$ cat src/rtl/instr_mem_loader_if.sv
// ---------------------------------------------------------------------------
// instr_mem_loader_if
//
// Bundles the control, byte-stream and instruction-memory write signals of
// the instruction memory loader into one interface.
//
//   start       request to begin a load (single cycle)
//   base_addr   first word address to write, sampled on an accepted start
//   word_count  number of words to load, sampled on an accepted start
//   byte_valid  byte_data carries a valid byte
//   byte_data   incoming byte, most significant byte of each word first
//   byte_ready  loader accepts a byte this cycle
//   imem_we     instruction memory write enable
//   imem_addr   instruction memory write address
//   imem_wdata  instruction word being written
//   cpu_hold    stall request to the pipeline / PC
//   busy        load in progress
//   done        one-cycle pulse when a load completes
//   error       one-cycle pulse when a request is rejected
//
// Modports:
//   master  the side that issues requests and supplies bytes
//   slave   the loader itself
// ---------------------------------------------------------------------------
interface instr_mem_loader_if #(
  parameter int ADDR_W = 16,
  parameter int DATA_W = 32
);

  logic              start;
  logic [ADDR_W-1:0] base_addr;
  logic [ADDR_W-1:0] word_count;
  logic              byte_valid;
  logic [7:0]        byte_data;
  logic              byte_ready;
  logic              imem_we;
  logic [ADDR_W-1:0] imem_addr;
  logic [DATA_W-1:0] imem_wdata;
  logic              cpu_hold;
  logic              busy;
  logic              done;
  logic              error;

  modport master (
    output start,
    output base_addr,
    output word_count,
    output byte_valid,
    output byte_data,
    input  byte_ready,
    input  imem_we,
    input  imem_addr,
    input  imem_wdata,
    input  cpu_hold,
    input  busy,
    input  done,
    input  error
  );

  modport slave (
    input  start,
    input  base_addr,
    input  word_count,
    input  byte_valid,
    input  byte_data,
    output byte_ready,
    output imem_we,
    output imem_addr,
    output imem_wdata,
    output cpu_hold,
    output busy,
    output done,
    output error
  );

endinterface

$ cat src/rtl/instr_mem_loader.sv
// ---------------------------------------------------------------------------
// instr_mem_loader
//
// Write side of the instruction memory. Assembles a byte stream into
// big-endian 32-bit words and writes them to consecutive instruction memory
// locations starting at a programmed base address. The CPU pipeline is held
// in stall for the whole load so a partially written program is never
// fetched.
//
// Ports:
//   clk    system clock, rising edge
//   rst_n  asynchronous active-low reset; abandons any load in progress
//   bus    instr_mem_loader_if.slave
//            inputs : start, base_addr, word_count, byte_valid, byte_data
//            outputs: byte_ready, imem_we, imem_addr, imem_wdata,
//                     cpu_hold, busy, done, error
//
// All outputs come straight from flops; there is no combinational path
// from any input to any output.
// ---------------------------------------------------------------------------
module instr_mem_loader #(
  parameter int ADDR_W = 16,
  parameter int DEPTH  = 1024,
  parameter int DATA_W = 32
) (
  input  logic               clk,
  input  logic               rst_n,
  instr_mem_loader_if.slave  bus
);

  typedef enum logic [1:0] {
    IDLE    = 2'd0,
    COLLECT = 2'd1,
    WRITE   = 2'd2,
    DONE    = 2'd3
  } state_e;

  // The range check is done one bit wider than the address so that a base
  // near the top of the address space cannot wrap around and pass.
  localparam logic [ADDR_W:0]   DEPTH_EXT = (ADDR_W+1)'(DEPTH);
  localparam logic [ADDR_W-1:0] ADDR_ONE  = {{(ADDR_W-1){1'b0}}, 1'b1};

  state_e            state_q,      state_d;
  logic [ADDR_W-1:0] cur_addr_q,   cur_addr_d;
  logic [ADDR_W-1:0] remaining_q,  remaining_d;
  logic [1:0]        idx_q,        idx_d;
  logic [DATA_W-1:0] word_q,       word_d;

  logic              byte_ready_q, byte_ready_d;
  logic              imem_we_q,    imem_we_d;
  logic [ADDR_W-1:0] imem_addr_q,  imem_addr_d;
  logic [DATA_W-1:0] imem_wdata_q, imem_wdata_d;
  logic              cpu_hold_q,   cpu_hold_d;
  logic              busy_q,       busy_d;
  logic              done_q,       done_d;
  logic              error_q,      error_d;

  logic [ADDR_W:0]   range_end;
  logic              byte_accept;
  logic [DATA_W-1:0] shifted_word;

  assign range_end    = {1'b0, bus.base_addr} + {1'b0, bus.word_count};
  // byte_ready_q is only ever high in COLLECT, so it doubles as the
  // "accepting bytes" qualifier.
  assign byte_accept  = byte_ready_q && bus.byte_valid;
  assign shifted_word = {word_q[DATA_W-9:0], bus.byte_data};

  always_comb begin
    state_d      = state_q;
    cur_addr_d   = cur_addr_q;
    remaining_d  = remaining_q;
    idx_d        = idx_q;
    word_d       = word_q;
    imem_addr_d  = imem_addr_q;
    imem_wdata_d = imem_wdata_q;
    done_d       = 1'b0;
    error_d      = 1'b0;

    case (state_q)
      IDLE: begin
        if (bus.start) begin
          if (bus.word_count == '0) begin
            done_d = 1'b1;
          end else if (range_end > DEPTH_EXT) begin
            error_d = 1'b1;
          end else begin
            cur_addr_d  = bus.base_addr;
            remaining_d = bus.word_count;
            idx_d       = 2'd0;
            state_d     = COLLECT;
          end
        end
      end

      COLLECT: begin
        if (byte_accept) begin
          word_d = shifted_word;
          idx_d  = idx_q + 2'd1;
          // Address and data are loaded here so they are already stable in
          // the single WRITE cycle that follows the fourth byte.
          if (idx_q == 2'd3) begin
            imem_addr_d  = cur_addr_q;
            imem_wdata_d = shifted_word;
            state_d      = WRITE;
          end
        end
      end

      WRITE: begin
        cur_addr_d  = cur_addr_q + ADDR_ONE;
        remaining_d = remaining_q - ADDR_ONE;
        idx_d       = 2'd0;
        state_d     = (remaining_q == ADDR_ONE) ? DONE : COLLECT;
      end

      DONE: begin
        state_d = IDLE;
      end

      default: begin
        state_d = IDLE;
      end
    endcase

    // Control outputs are decoded from the next state so that they are
    // registered yet line up with the state they describe.
    byte_ready_d = (state_d == COLLECT);
    imem_we_d    = (state_d == WRITE);
    busy_d       = (state_d == COLLECT) || (state_d == WRITE);
    cpu_hold_d   = (state_d != IDLE);
    done_d       = done_d || (state_d == DONE);
  end

  always_ff @(posedge clk or negedge rst_n) begin
    if (!rst_n) begin
      state_q      <= IDLE;
      cur_addr_q   <= '0;
      remaining_q  <= '0;
      idx_q        <= '0;
      word_q       <= '0;
      byte_ready_q <= 1'b0;
      imem_we_q    <= 1'b0;
      imem_addr_q  <= '0;
      imem_wdata_q <= '0;
      cpu_hold_q   <= 1'b0;
      busy_q       <= 1'b0;
      done_q       <= 1'b0;
      error_q      <= 1'b0;
    end else begin
      state_q      <= state_d;
      cur_addr_q   <= cur_addr_d;
      remaining_q  <= remaining_d;
      idx_q        <= idx_d;
      word_q       <= word_d;
      byte_ready_q <= byte_ready_d;
      imem_we_q    <= imem_we_d;
      imem_addr_q  <= imem_addr_d;
      imem_wdata_q <= imem_wdata_d;
      cpu_hold_q   <= cpu_hold_d;
      busy_q       <= busy_d;
      done_q       <= done_d;
      error_q      <= error_d;
    end
  end

  assign bus.byte_ready = byte_ready_q;
  assign bus.imem_we    = imem_we_q;
  assign bus.imem_addr  = imem_addr_q;
  assign bus.imem_wdata = imem_wdata_q;
  assign bus.cpu_hold   = cpu_hold_q;
  assign bus.busy       = busy_q;
  assign bus.done       = done_q;
  assign bus.error      = error_q;

endmodule

$ cat src/flat_wrapper.sv
// flat-port wrapper written by rule: the top's interface ports become plain ports
module instr_mem_loader_flat 
#(
  parameter int ADDR_W = 16,
  parameter int DEPTH  = 1024,
  parameter int DATA_W = 32
)
  (clk, rst_n, bus_start, bus_base_addr, bus_word_count, bus_byte_valid, bus_byte_data, bus_byte_ready, bus_imem_we, bus_imem_addr, bus_imem_wdata, bus_cpu_hold, bus_busy, bus_done, bus_error);
  instr_mem_loader_if #(.ADDR_W(ADDR_W), .DATA_W(DATA_W)) bus_i ();
  input  logic clk;
  input  logic rst_n;
  input wire logic [$bits(bus_i.start)-1:0] bus_start;
  input wire logic [$bits(bus_i.base_addr)-1:0] bus_base_addr;
  input wire logic [$bits(bus_i.word_count)-1:0] bus_word_count;
  input wire logic [$bits(bus_i.byte_valid)-1:0] bus_byte_valid;
  input wire logic [$bits(bus_i.byte_data)-1:0] bus_byte_data;
  output wire logic [$bits(bus_i.byte_ready)-1:0] bus_byte_ready;
  output wire logic [$bits(bus_i.imem_we)-1:0] bus_imem_we;
  output wire logic [$bits(bus_i.imem_addr)-1:0] bus_imem_addr;
  output wire logic [$bits(bus_i.imem_wdata)-1:0] bus_imem_wdata;
  output wire logic [$bits(bus_i.cpu_hold)-1:0] bus_cpu_hold;
  output wire logic [$bits(bus_i.busy)-1:0] bus_busy;
  output wire logic [$bits(bus_i.done)-1:0] bus_done;
  output wire logic [$bits(bus_i.error)-1:0] bus_error;
  assign bus_i.start = bus_start;
  assign bus_i.base_addr = bus_base_addr;
  assign bus_i.word_count = bus_word_count;
  assign bus_i.byte_valid = bus_byte_valid;
  assign bus_i.byte_data = bus_byte_data;
  assign bus_byte_ready = bus_i.byte_ready;
  assign bus_imem_we = bus_i.imem_we;
  assign bus_imem_addr = bus_i.imem_addr;
  assign bus_imem_wdata = bus_i.imem_wdata;
  assign bus_cpu_hold = bus_i.cpu_hold;
  assign bus_busy = bus_i.busy;
  assign bus_done = bus_i.done;
  assign bus_error = bus_i.error;
  instr_mem_loader #(.ADDR_W(ADDR_W), .DEPTH(DEPTH), .DATA_W(DATA_W)) u_core (.clk(clk), .rst_n(rst_n), .bus(bus_i));
endmodule
$ cat config.mk
export PLATFORM = sky130hd
export DESIGN_NAME = instr_mem_loader_flat
export DESIGN_NICKNAME = d
export VERILOG_FILES = /design/src/rtl/instr_mem_loader_if.sv /design/src/rtl/instr_mem_loader.sv /design/src/flat_wrapper.sv
export SDC_FILE = /design/constraint.sdc
export NUM_CORES = 1
export LEC_CHECK = 0
export ABC_AREA = 1
export CAP_MARGIN = 15
export CORE_ASPECT_RATIO = 1.75
export CORE_MARGIN = 3
export CORE_UTILIZATION = 59
export DETAILED_ROUTE_END_ITERATION = 8
export PLACE_DENSITY = 0.86
export SETUP_SLACK_MARGIN = 0.3
export SYNTH_ARGS = -nofsm -noshare
export SYNTH_HDL_FRONTEND = slang
export SYNTH_SLANG_ARGS = --single-unit
$ cat constraint.sdc
create_clock -name clk -period 2.8 [get_ports clk]
set_input_delay 0.56 -clock clk [delete_from_list [all_inputs] [get_ports clk]]
set_output_delay 0.56 -clock clk [all_outputs]
set_load 0.1 [all_outputs]
* Word-level counts from Yosys, hierarchy flattened
Cells that the tools add are included.
Word-level totals: output and inout bits 54, logic and storage cells 69, input port bits 44, register bits after elaboration 114
Cells by class: reductions and logical operators 12, eq/ne operators 12, magnitude comparators 1, add/sub/neg operators 4, multiplexer cells 27
Operators by type and width (number):
- 2-to-1 mux 16 bit | 6
- one-hot mux 16 bit (2 select lines) | 2
- 2-to-1 mux 2 bit | 10
- adder 16 x 16 -> 17 bit | 1
- greater-than comparator 17 x 11 -> 1 bit, second input constant | 1
- adder 16 x 1 -> 16 bit, second input constant | 1
- == test 16 x 1 -> 1 bit, second input constant | 1
- logical NOT 16 bit | 1
- subtractor 16 x 1 -> 16 bit, second input constant | 1
- == test 2 bit, second input constant | 5
- one-hot mux 2 bit (4 select lines) | 1
- 2-to-1 mux 1 bit | 7
- != test 2 bit, second input constant | 3
- one-hot mux 2 bit (3 select lines) | 1
- AND reduction 5 bit | 1
- == test 2 x 1 -> 1 bit, second input constant | 2
- AND reduction 4 bit | 1
- nonzero test 2 bit | 2
- AND reduction 3 bit | 1
- nonzero test 3 bit | 1
- adder 2 x 1 -> 2 bit, second input constant | 1
- logical NOT 2 bit | 1
- logical OR 1 bit | 2
- != test 2 x 1 -> 1 bit, second input constant | 1
- 2 further kinds | 2

* Logic depth before layout (Yosys ltp)
Gate-level depths: netlist of the first run.
depth after elaboration 8, depth in mapped cells 20, gate-level depth less buffers 19

* Worst setup path after synthesis of the first run
OpenSTA, ideal clock, no wires.
path kind input-to-reg, start in bus_word_count[0], end reg u_core.busy_q (netlist: u_core.bus.busy), required time 2687 ps, cell stages on the path 16, setup time 113 ps, arrival 2487 ps, setup slack 200 ps, path buffers 0, path through ha_1 -> fa_1 -> nand3_1 -> nand2_1 -> nand2_2 -> nand2_2 -> a21oi_2 -> nand2_2 -> nor2_2 -> nand2_2 -> nor2_4 -> nand3_1 -> nand2_1 -> inv_1 -> ha_1 -> inv_1
On the way: longest elaborated chain between the ends 8, elaborated cells on any way between the ends 10, those cells by class add/sub: 1; order compare: 1; eq/ne: 2; mux: 4; reduce/logical: 2
Ends and longest elaborated chain:
- from (decl) | RTL line flat_wrapper.sv:14 | input wire logic [$bits(bus_i.word_count)-1:0] bus_word_count;
- adder 16 x 16 -> 17 bit | RTL line instr_mem_loader.sv:62 | assign range_end = {1'b0, bus.base_addr} + {1'b0, bus.word_count};
- greater-than comparator 17 x 11 -> 1 bit | RTL line instr_mem_loader.sv:84 | end else if (range_end > DEPTH_EXT) begin
- 2-to-1 mux 2 bit | RTL line instr_mem_loader.sv:84
- 2-to-1 mux 2 bit (*) | RTL line instr_mem_loader.sv:82 | if (bus.word_count == '0) begin
- 2-to-1 mux 2 bit (*) | RTL line instr_mem_loader.sv:81 | if (bus.start) begin
- one-hot mux 2 bit (4 select lines) (*) | RTL line instr_mem_loader.sv:79 | case (state_q)
- net u_core.state_d[0] | RTL line instr_mem_loader.sv:43 | state_e state_q, state_d;
- == test 2 x 1 -> 1 bit / == test 2 bit (equally long branches) | RTL line instr_mem_loader.sv:129 | busy_d = (state_d == COLLECT) || (state_d == WRITE);
- logical OR 1 bit (*) | RTL line instr_mem_loader.sv:129
- net u_core.busy_d | RTL line instr_mem_loader.sv:54 | logic busy_q, busy_d;
- to (signal assigned) | RTL line instr_mem_loader.sv:160 | busy_q <= busy_d;
- to (decl) | RTL line instr_mem_loader.sv:54
Mark *: on every way through the listed nets, which the timed path passes. The rest lies on a longest branch. A chain may end at the register's enable or synchronous reset.

* Worst setup path in the final report of the first run
start in bus_word_count[0], end reg u_core.remaining_q[11]
On the way: longest elaborated chain between the ends 4, elaborated cells on any way between the ends 6, those cells by class add/sub: 1; order compare: 1; eq/ne: 2; reduce/logical: 2
Ends and longest elaborated chain:
- adder 16 x 16 -> 17 bit | RTL line instr_mem_loader.sv:62
- greater-than comparator 17 x 11 -> 1 bit | RTL line instr_mem_loader.sv:84
- != test 2 bit (no source line)
- AND reduction 4 bit (no source line) (*)
- to (signal assigned) | RTL line instr_mem_loader.sv:152 | remaining_q <= remaining_d;
- to (decl) | RTL line instr_mem_loader.sv:45 | logic [ADDR_W-1:0] remaining_q, remaining_d;
Mark *: on every way between the ends. The rest lies on a longest branch, timed or not.

==> summary.md, run 1 <==
| Metric | Value |
|---|---|
| Outcome | finished with violations |
| Failing checks | design-rule violations |
| TritonCTS clock tree | yes |
| Part of the power in the clock network | 25.9% |
| Vias/cell | a little over 6 |
| 1st-iter DRT viols | approximately 820 |
| CP Capture Type | flip-flop |
| Crit share post-route | 95.3% |
| DIE AREA | between 10000 and 15000 sq um |
| Initial Util | 61.0% |
| Pleak | a little under 5 nW |
| RSZ-0062 raised after global routing | yes |
| Total count of hold-check failures in the final report | 0 |
| Worst Tran Pin Value | approximately 710 ps |
| Area grow syn2layout | 43.3% |
| Setup slack after layout | about 130 ps |
| Largest net degree at the start of global routing | between 80 and 90 |
| Drt drc | 11 |
| Reg power frac | around a third |
| First-pass GRT wire length | roughly 34000 um |
| Largest family of logic cells by synthesized area | simple AND/OR/NAND/NOR gates |
| Mux cell area share after synthesis | 0% |
| Synth Area in XOR/XNOR | between 1.5 and 2% |
| Sequential area share after synthesis | roughly 43% |
| Layout fillers | 491 |
| Setup Viol. Count Final | 0 |
| RePlAce Congestion | ~0.92 |
| Worst Hold Class | primary input to asynchronous set/reset pin |
| Ys Warns | 0 |
| CTS Buf Count | 17 |
| Initial antenna violation count | 0 |
| Simple-gate area share of the yosys netlist | 32.6% |
| Worst Path Required | roughly 3100 ps |
| Cts hold-fix bufs | 0 |
| Post-DP HPWL | 12700 um |
| Placed Area | approximately 8000 sq um |
| Placement Setup Slack | -357 ps |
| I/O Pins | just under 100 |
| Max_cap viols | 0 |
| Number of global-route vias before repair | 7060 |
| Pwr Density | around 930 nW/um^2 |
| Clk_lat worst skew | around 420 ps |
| Slew Viols, Final | 0 |
| Reg-to-Reg End | u_core.cur_addr_q[14] |
| Fin area | roughly 9400 sq um |
| Worst-path clk slew | roughly 60 ps |
| Synth Cell Area | 6570 sq um |
| Mapped Avg Cell Area | between 7 and 8 sq um |
| Slew headroom | between 50% and 60% |
| Compound-Gate Fraction of Synth Area | 8.61% |
| Switching power | roughly 0.0038 W |
| Antenna Nets Post-Route | 0 |
| R2r setup slk | 330 ps |
| GRT Overall Usage | between 30% and 40% |
| Post-synth top flop | dfrtp_1 |
| Min Hold Slack | between 100 and 150 ps |
| RR Startpoint | u_core.cur_addr_q[0] |
| Int Power | slightly below 0.005 W |
| Max clock buf depth | 2 |
| Post-layout min period | ~2700 ps |
| Worst VDD drop | ~0.00066 V |
| Worst Clk Skew | about 8.2 ps |
| Synth async-reset ratio | 100% |
| Reg2Reg Depth | 10 |
| Grt total ovfl | 0 |
| FF+latch count, synth | between 100 and 150 |
| Core area | about 11000 sq um |
| Row cnt | 50 |
| Crit Path Class | primary input to flip-flop |
| H-tree depth | 4 |
| Distinct cells, synth | 39 |
| Final net count | around 1100 |
| Root buffer cell | clkbuf_16 |
| Adder-Cell Fraction of Synth Area | approximately 4.9% |
| Die Ht | 146 um |
| IO buf count | 97 |
| Antenna cells | 0 |
| Routed WL per cell | between 15 and 20 um |
| Fmax | roughly 370 MHz |
| Combinational Power Share | 42.3% |
| Crit path arrival time | 2960 ps |
| Post-Synthesis Cells | 901 |
| Routed WL | between 20000 and 25000 um |
| Via count | around 7400 |
| Sw Ratio | around 44% |
| Post-synth EDFFs | 0 |
| Syn nets | between 900 and 1000 |
| Share of layout cells above drive strength 1 | 28.2% |
| Clk sinks | between 100 and 150 |
| Die width | roughly 86 um |
| Drt first pass iters | 9 |
| Startpoint Class | primary input |
| Worst Path Max Fanout | 8 |
cell type report:
class	instances	area [sq um]	share of cell area [%]
multi-input cells	644	3680	39.1
flip-flops and latches	114	2850	30.3
repair buffers	186	1680	17.8
clock buffers	17	425	4.52
inverters	113	424	4.51
clock inverters	15	184	1.95
well taps	130	163	1.73
through the flow:
stage	util (%)	total power (W)	TNS, ps	std cells
2_1_floorplan	-	0.00446	0	901
3_3_place_gp	74.4	0.00517	-11060	1169
3_5_place_dp	74.4	0.00528	-13200	1169
4_1_cts	84.9	0.00799	0	1217
5_1_grt	87.5	0.00902	-51.1	1219
6_report	87.5	0.00875	0	1219
power groups by stage:
stage	Sequential (W)	Clock [W]	Combinational (W)
finish	0.00278	0.00227	0.00370
global route	0.00281	0.00231	0.00390
CTS	0.00262	0.00222	0.00316
detailed placement	0.00262	0	0.00266
global placement	0.00260	0	0.00257
floorplan	0.00304	0	0.00141
worst max-delay path, cell delays in order:
cell and delay, ps:
buf_6 100, ha_4 160, fa_2 410, nand2_1 80, nand2_1 50, nand3b_1 140
nand2_2 100, nand2_1 150, nand2_1 70, nand2_1 50, nand2_1 60, inv_2 50
nand2_1 90, nor2_4 170, nand2_4 70, nand2_4 70, nand3_4 170, clkbuf_16 240
nand2_2 70, nand2_1 80
metal layers:
metal	track usage (%)	share of wire (%)
met1	36.2	32
met2	61.3	51
met3	5.50	8.2
met4	24.0	8.8
met5	0	0
cell usage after synthesis, drive strengths merged, types with 9 or more instances:
cell type	n	area [sq um]
nor2	60	240
a21oi	11	58.8
clkbuf	20	75.1
ha	24	300
nand3	74	403
dfrtp	114	2850
buf	10	86.3
nand2	337	1310
o21ai	80	404
xor2	9	78.8
inv	111	417
flip-flops by register name, summed over array words and instances (netlist names):
register / count
u_core.remaining_q: 16
u_core.bus.done: 1
u_core.bus.imem_addr: 16
u_core.state_q: 2
u_core.word_q: 24
u_core.bus.byte_ready: 1
u_core.bus.imem_wdata: 32
u_core.bus.busy: 1
u_core.bus.error: 1
u_core.cur_addr_q: 16
u_core.bus.cpu_hold: 1
u_core.idx_q: 2
u_core.bus.imem_we: 1
cell usage in the layout, fill, tap and decap left out, types with 4 or more instances in the layout:
cell type,n
a21oi_2,5
ha_1,9
clkdlybuf4s15_1,5
dfrtp_1,114
buf_6,7
inv_1,105
inv_2,6
o21ai_0,79
nand4_1,8
clkbuf_16,18
clkdlybuf4s50_1,10
xor2_1,8
nor2_1,51
buf_4,126
clkinv_4,5
nand2_4,24
ha_4,15
nand2_1,267
buf_12,6
nand2_2,45
nand3_2,8
and2_1,4
nand3_1,64
nor2_2,6
nor3_1,7
buf_16,5
a31oi_1,7
a21oi_1,5
dlygate4sd2_1,20
logic make-up after synthesis:
| logic type | Yosys count |
|---|---|
| AND/OR/NAND/NOR | 501 |
| buffers and inverters | 143 |
| AO/OA/AOI/OAI | 106 |
| adder cells (fa/ha/maj) | 25 |
| flip-flops | 114 |
| XOR/XNOR | 12 |
worst max-delay path by stage:
stage	slack (ps)	startpoint	to
finish	130	bus_word_count[0]	u_core.remaining_q[11]
global placement	-310	bus_word_count[0]	u_core.bus.busy
CTS	300	bus_base_addr[7]	u_core.cur_addr_q[3]
global route	-40	bus_word_count[0]	u_core.remaining_q[11]
floorplan	310	bus_word_count[0]	u_core.bus.busy
detailed placement	-360	bus_base_addr[0]	u_core.bus.busy
repair_timing:
item                       4_1_cts  5_1_grt
setup endpoints to repair       40       39
buffers inserted                11        1
gates resized for setup         99       85
cloned                           5        1
pin swaps                       29       27
Power figures use the tool's default switching activity.
==> inputs of run 2 (changes only) <==
--- a/config.mk
+++ b/config.mk
@@ -14,4 +14,5 @@
 export PLACE_DENSITY = 0.86
 export SETUP_SLACK_MARGIN = 0.3
+export SLEW_MARGIN = 25
 export SYNTH_ARGS = -nofsm -noshare
 export SYNTH_HDL_FRONTEND = slang
==> constraint.sdc (replaced) <==
create_clock -name clk -period 2.8 [get_ports clk]
set_input_delay 0.56 -clock clk [delete_from_list [all_inputs] [get_ports clk]]
set_output_delay 0.56 -clock clk [all_outputs]
set_load 0.005 [all_outputs]
==> run 2 against run 1 <==
- critical path type unchanged
- the run still ends with design-rule violations left
- critical endpoint is now u_core.cur_addr_q[10]
- clock power increased by 3%
- sequential cell count unchanged
- setup slack got worse by 66 ps
- sequential share of layout area decreased by 0.17 points
==> summary.md, run 2 (synthesized netlist as in run 1, its figures left out) <==
| Metric | Value |
|---|---|
| Placement Setup Slack | -408 ps |
| H-tree depth | 4 |
| Most common cell after layout, fill and taps aside | nand2_1 |
| DIE AREA | about 12000 sq um |
| Max clock buf depth | 2 |
| RR Startpoint | u_core.cur_addr_q[0] |
| Worst Tran Pin Value | 729 ps |
| Slew headroom | approximately 51% |
| Setup slack after layout | around 64 ps |
| Die Ht | 146 um |
| RePlAce Congestion | between 0.9 and 1 |
| Commonest non-fill, non-tap cells in the layout | nand2_1, dfrtp_1, inv_1 |
| Final net count | 1144 |
| Crit path max-delay family | simple AND/OR/NAND/NOR gates |
| Worst Path Max Fanout | 8 |
| Slowest CP cell | dlygate4sd2_1 |
| Max_cap viols | 0 |
| Drt drc | 157 |
| Total count of hold-check failures in the final report | 0 |
| Bufs and invs on worst path | 5 |
| Initial antenna violation count | 0 |
| Area grow syn2layout | 44.1% |
| Cell breakdown of the critical path | dlygate4sd2_1 -> ha_4 -> nand2_2 -> inv_1 -> nand2_1 -> nand2_1 -> inv_2 -> nand2_2 -> a21oi_4 -> nand2_2 -> nor2_2 -> nand2_2 -> nor2_4 -> nand2_2 -> nand2_4 -> nand3_4 -> buf_6 -> buf_16 -> nand2_4 -> nand2_2 |
| GRT Overall Usage | between 30% and 40% |
| Failing checks | design-rule violations |
| I/O Pins | 98 |
| Clk_lat worst skew | between 400 and 500 ps |
| Pleak | 4.76 nW |
| Initial Util | between 60% and 70% |
| Critical Path Most Common Cell | nand2_2 |
| Crit Path Class | primary input to flip-flop |
| Core area | 10800 sq um |
| First-pass GRT wire length | 34600 um |
| RSZ-0062 raised after global routing | yes |
| Fin cells | around 1200 |
| Root buffer cell | clkbuf_16 |
| Share of layout cells above drive strength 1 | a little under a quarter |
| WP depth | 20 |
| Max FFs per register | 32 |
| Worst Hold Class | primary input to asynchronous set/reset pin |
| Antenna cells | 0 |
| Placed Cells | ~1200 |
| Via count | 7596 |
| Drt first pass iters | 9 |
| Crit path largest cell delay | roughly 280 ps |
| Startpoint Class | primary input |
| Vias/cell | 6.24 |
| Worst Path Required | between 3000 and 4000 ps |
| TritonCTS clock tree | yes |
| Reg-to-Reg End | u_core.cur_addr_q[14] |
| 1st-iter DRT viols | between 1000 and 1500 |
| Crit share post-route | 97.7% |
| Worst VDD drop | just under 0.0007 V |
| Cts hold-fix bufs | 0 |
| Clk sinks | 114 |
| Die width | around 86 um |
| Number of global-route vias before repair | 7221 |
| Worst Clk Skew | about 9 ps |
| Fin area | 9460 sq um |
| Reg2Reg Depth | 10 |
| Fmax | ~370 MHz |
| Routed WL | around 25000 um |
| Setup Viol. Count Final | 0 |
| Antenna Nets Post-Route | 0 |
| Min Hold Slack | roughly 110 ps |
| Placed Area | ~8100 sq um |
| CP Capture Type | flip-flop |
| Post-DP HPWL | 13100 um |
| IO buf count | slightly below 100 |
| Row cnt | 50 |
| Largest net degree at the start of global routing | 83 |
| Worst setup endpoint | u_core.cur_addr_q[10] |
| Slew Viols, Final | 0 |
| Overall power | a little over 0.008 W |
| Post-layout min period | between 2000 and 3000 ps |
| R2r setup slk | 270 ps |
| Routed WL per cell | roughly 21 um |
| Outcome | finished with violations |
| Crit path arrival time | 3030 ps |
| Critical path origin | bus_word_count[7] |
| Pwr Density | approximately 850 nW/um^2 |
| CTS Buf Count | 17 |
| Worst-path clk slew | 60 ps |
| Grt total ovfl | 0 |
## run 2: changes by cell type in the layout (fill, tap and decap cells not counted), moves of 3 or more
cell / previous run / this run
clkdlybuf4s50_1: 10 / 64
buf_4: 126 / 73
nand2_1: 267 / 278
nand2_4: 24 / 15
clkbuf_2: 3 / 7
inv_1: 105 / 101
inv_2: 6 / 10
nor2_1: 51 / 47
clkdlybuf4s15_1: 5 / 2
clkinv_4: 5 / 2
nand3_2: 8 / 11
nor2_4: 3 / 6
## run 2: routing by layer
| layer | vias up | wire (um) | global-route usage (%) |
|---|---|---|---|
| met1 | 3485 | 7930 | 34.9 |
| met5 | - | 0 | 0 |
| met3 | 261 | 2120 | 6.35 |
| li1 | 3198 | - | - |
| met4 | 0 | 2460 | 22.7 |
| met2 | 652 | 12900 | 65.3 |
## run 2: through the flow
| stage | setup TNS, ps | utilization (%) |
|---|---|---|
| detailed placement | -14190 | 75.5 |
| finish | 0 | 87.9 |
| CTS | 0 | 85.2 |
| global placement | -13330 | 75.5 |
| global route | -86.2 | 87.9 |
| floorplan | 0 | - |
## run 2: worst register-to-register path: cells and delay by family, from the launching register on
| family | cells | cell delay (ps) |
|---|---|---|
| simple gates | 8 | 1510 |
| xor+xnor | 1 | 280 |
| flops | 1 | 460 |
| fa+ha+maj | 1 | 220 |
## run 2: where the power goes
group | leakage [nW] | internal [W] | total, W | switching [W]
Combinational | 3.01 | 0.00124 | 0.00298 | 0.00175
Clock | 0.298 | 0.00151 | 0.00233 | 0.000828
Sequential | 1.46 | 0.00216 | 0.00275 | 0.000585
## run 2: area by class of cell
class / count / area, sq um
inverters: 113 / 424
clock buffers: 18 / 439
repair buffers: 185 / 1740
flip-flops and latches: 114 / 2850
well taps: 130 / 163
clock inverters: 14 / 188
multi-input cells: 644 / 3660
fillers: 491 / 1300
## run 2: how the worst min path moves through the flow
stage,startpoint,endpoint,depth (start not counted)
after floorplan,rst_n,u_core.bus.busy,0
after global placement,u_core.bus.imem_addr[0],u_core.bus.imem_addr[0],2
after detailed placement,u_core.bus.imem_wdata[4],u_core.bus.imem_wdata[4],2
after CTS,rst_n,u_core.bus.imem_addr[4],1
after global routing,rst_n,u_core.bus.imem_addr[4],1
final,rst_n,u_core.bus.imem_addr[4],1
## run 2: repair_timing
item	CTS	global route
gates resized for setup	104	80
setup endpoints to repair	40	39
gates cloned	3	3
pin swaps	29	47
setup buffers	7	6
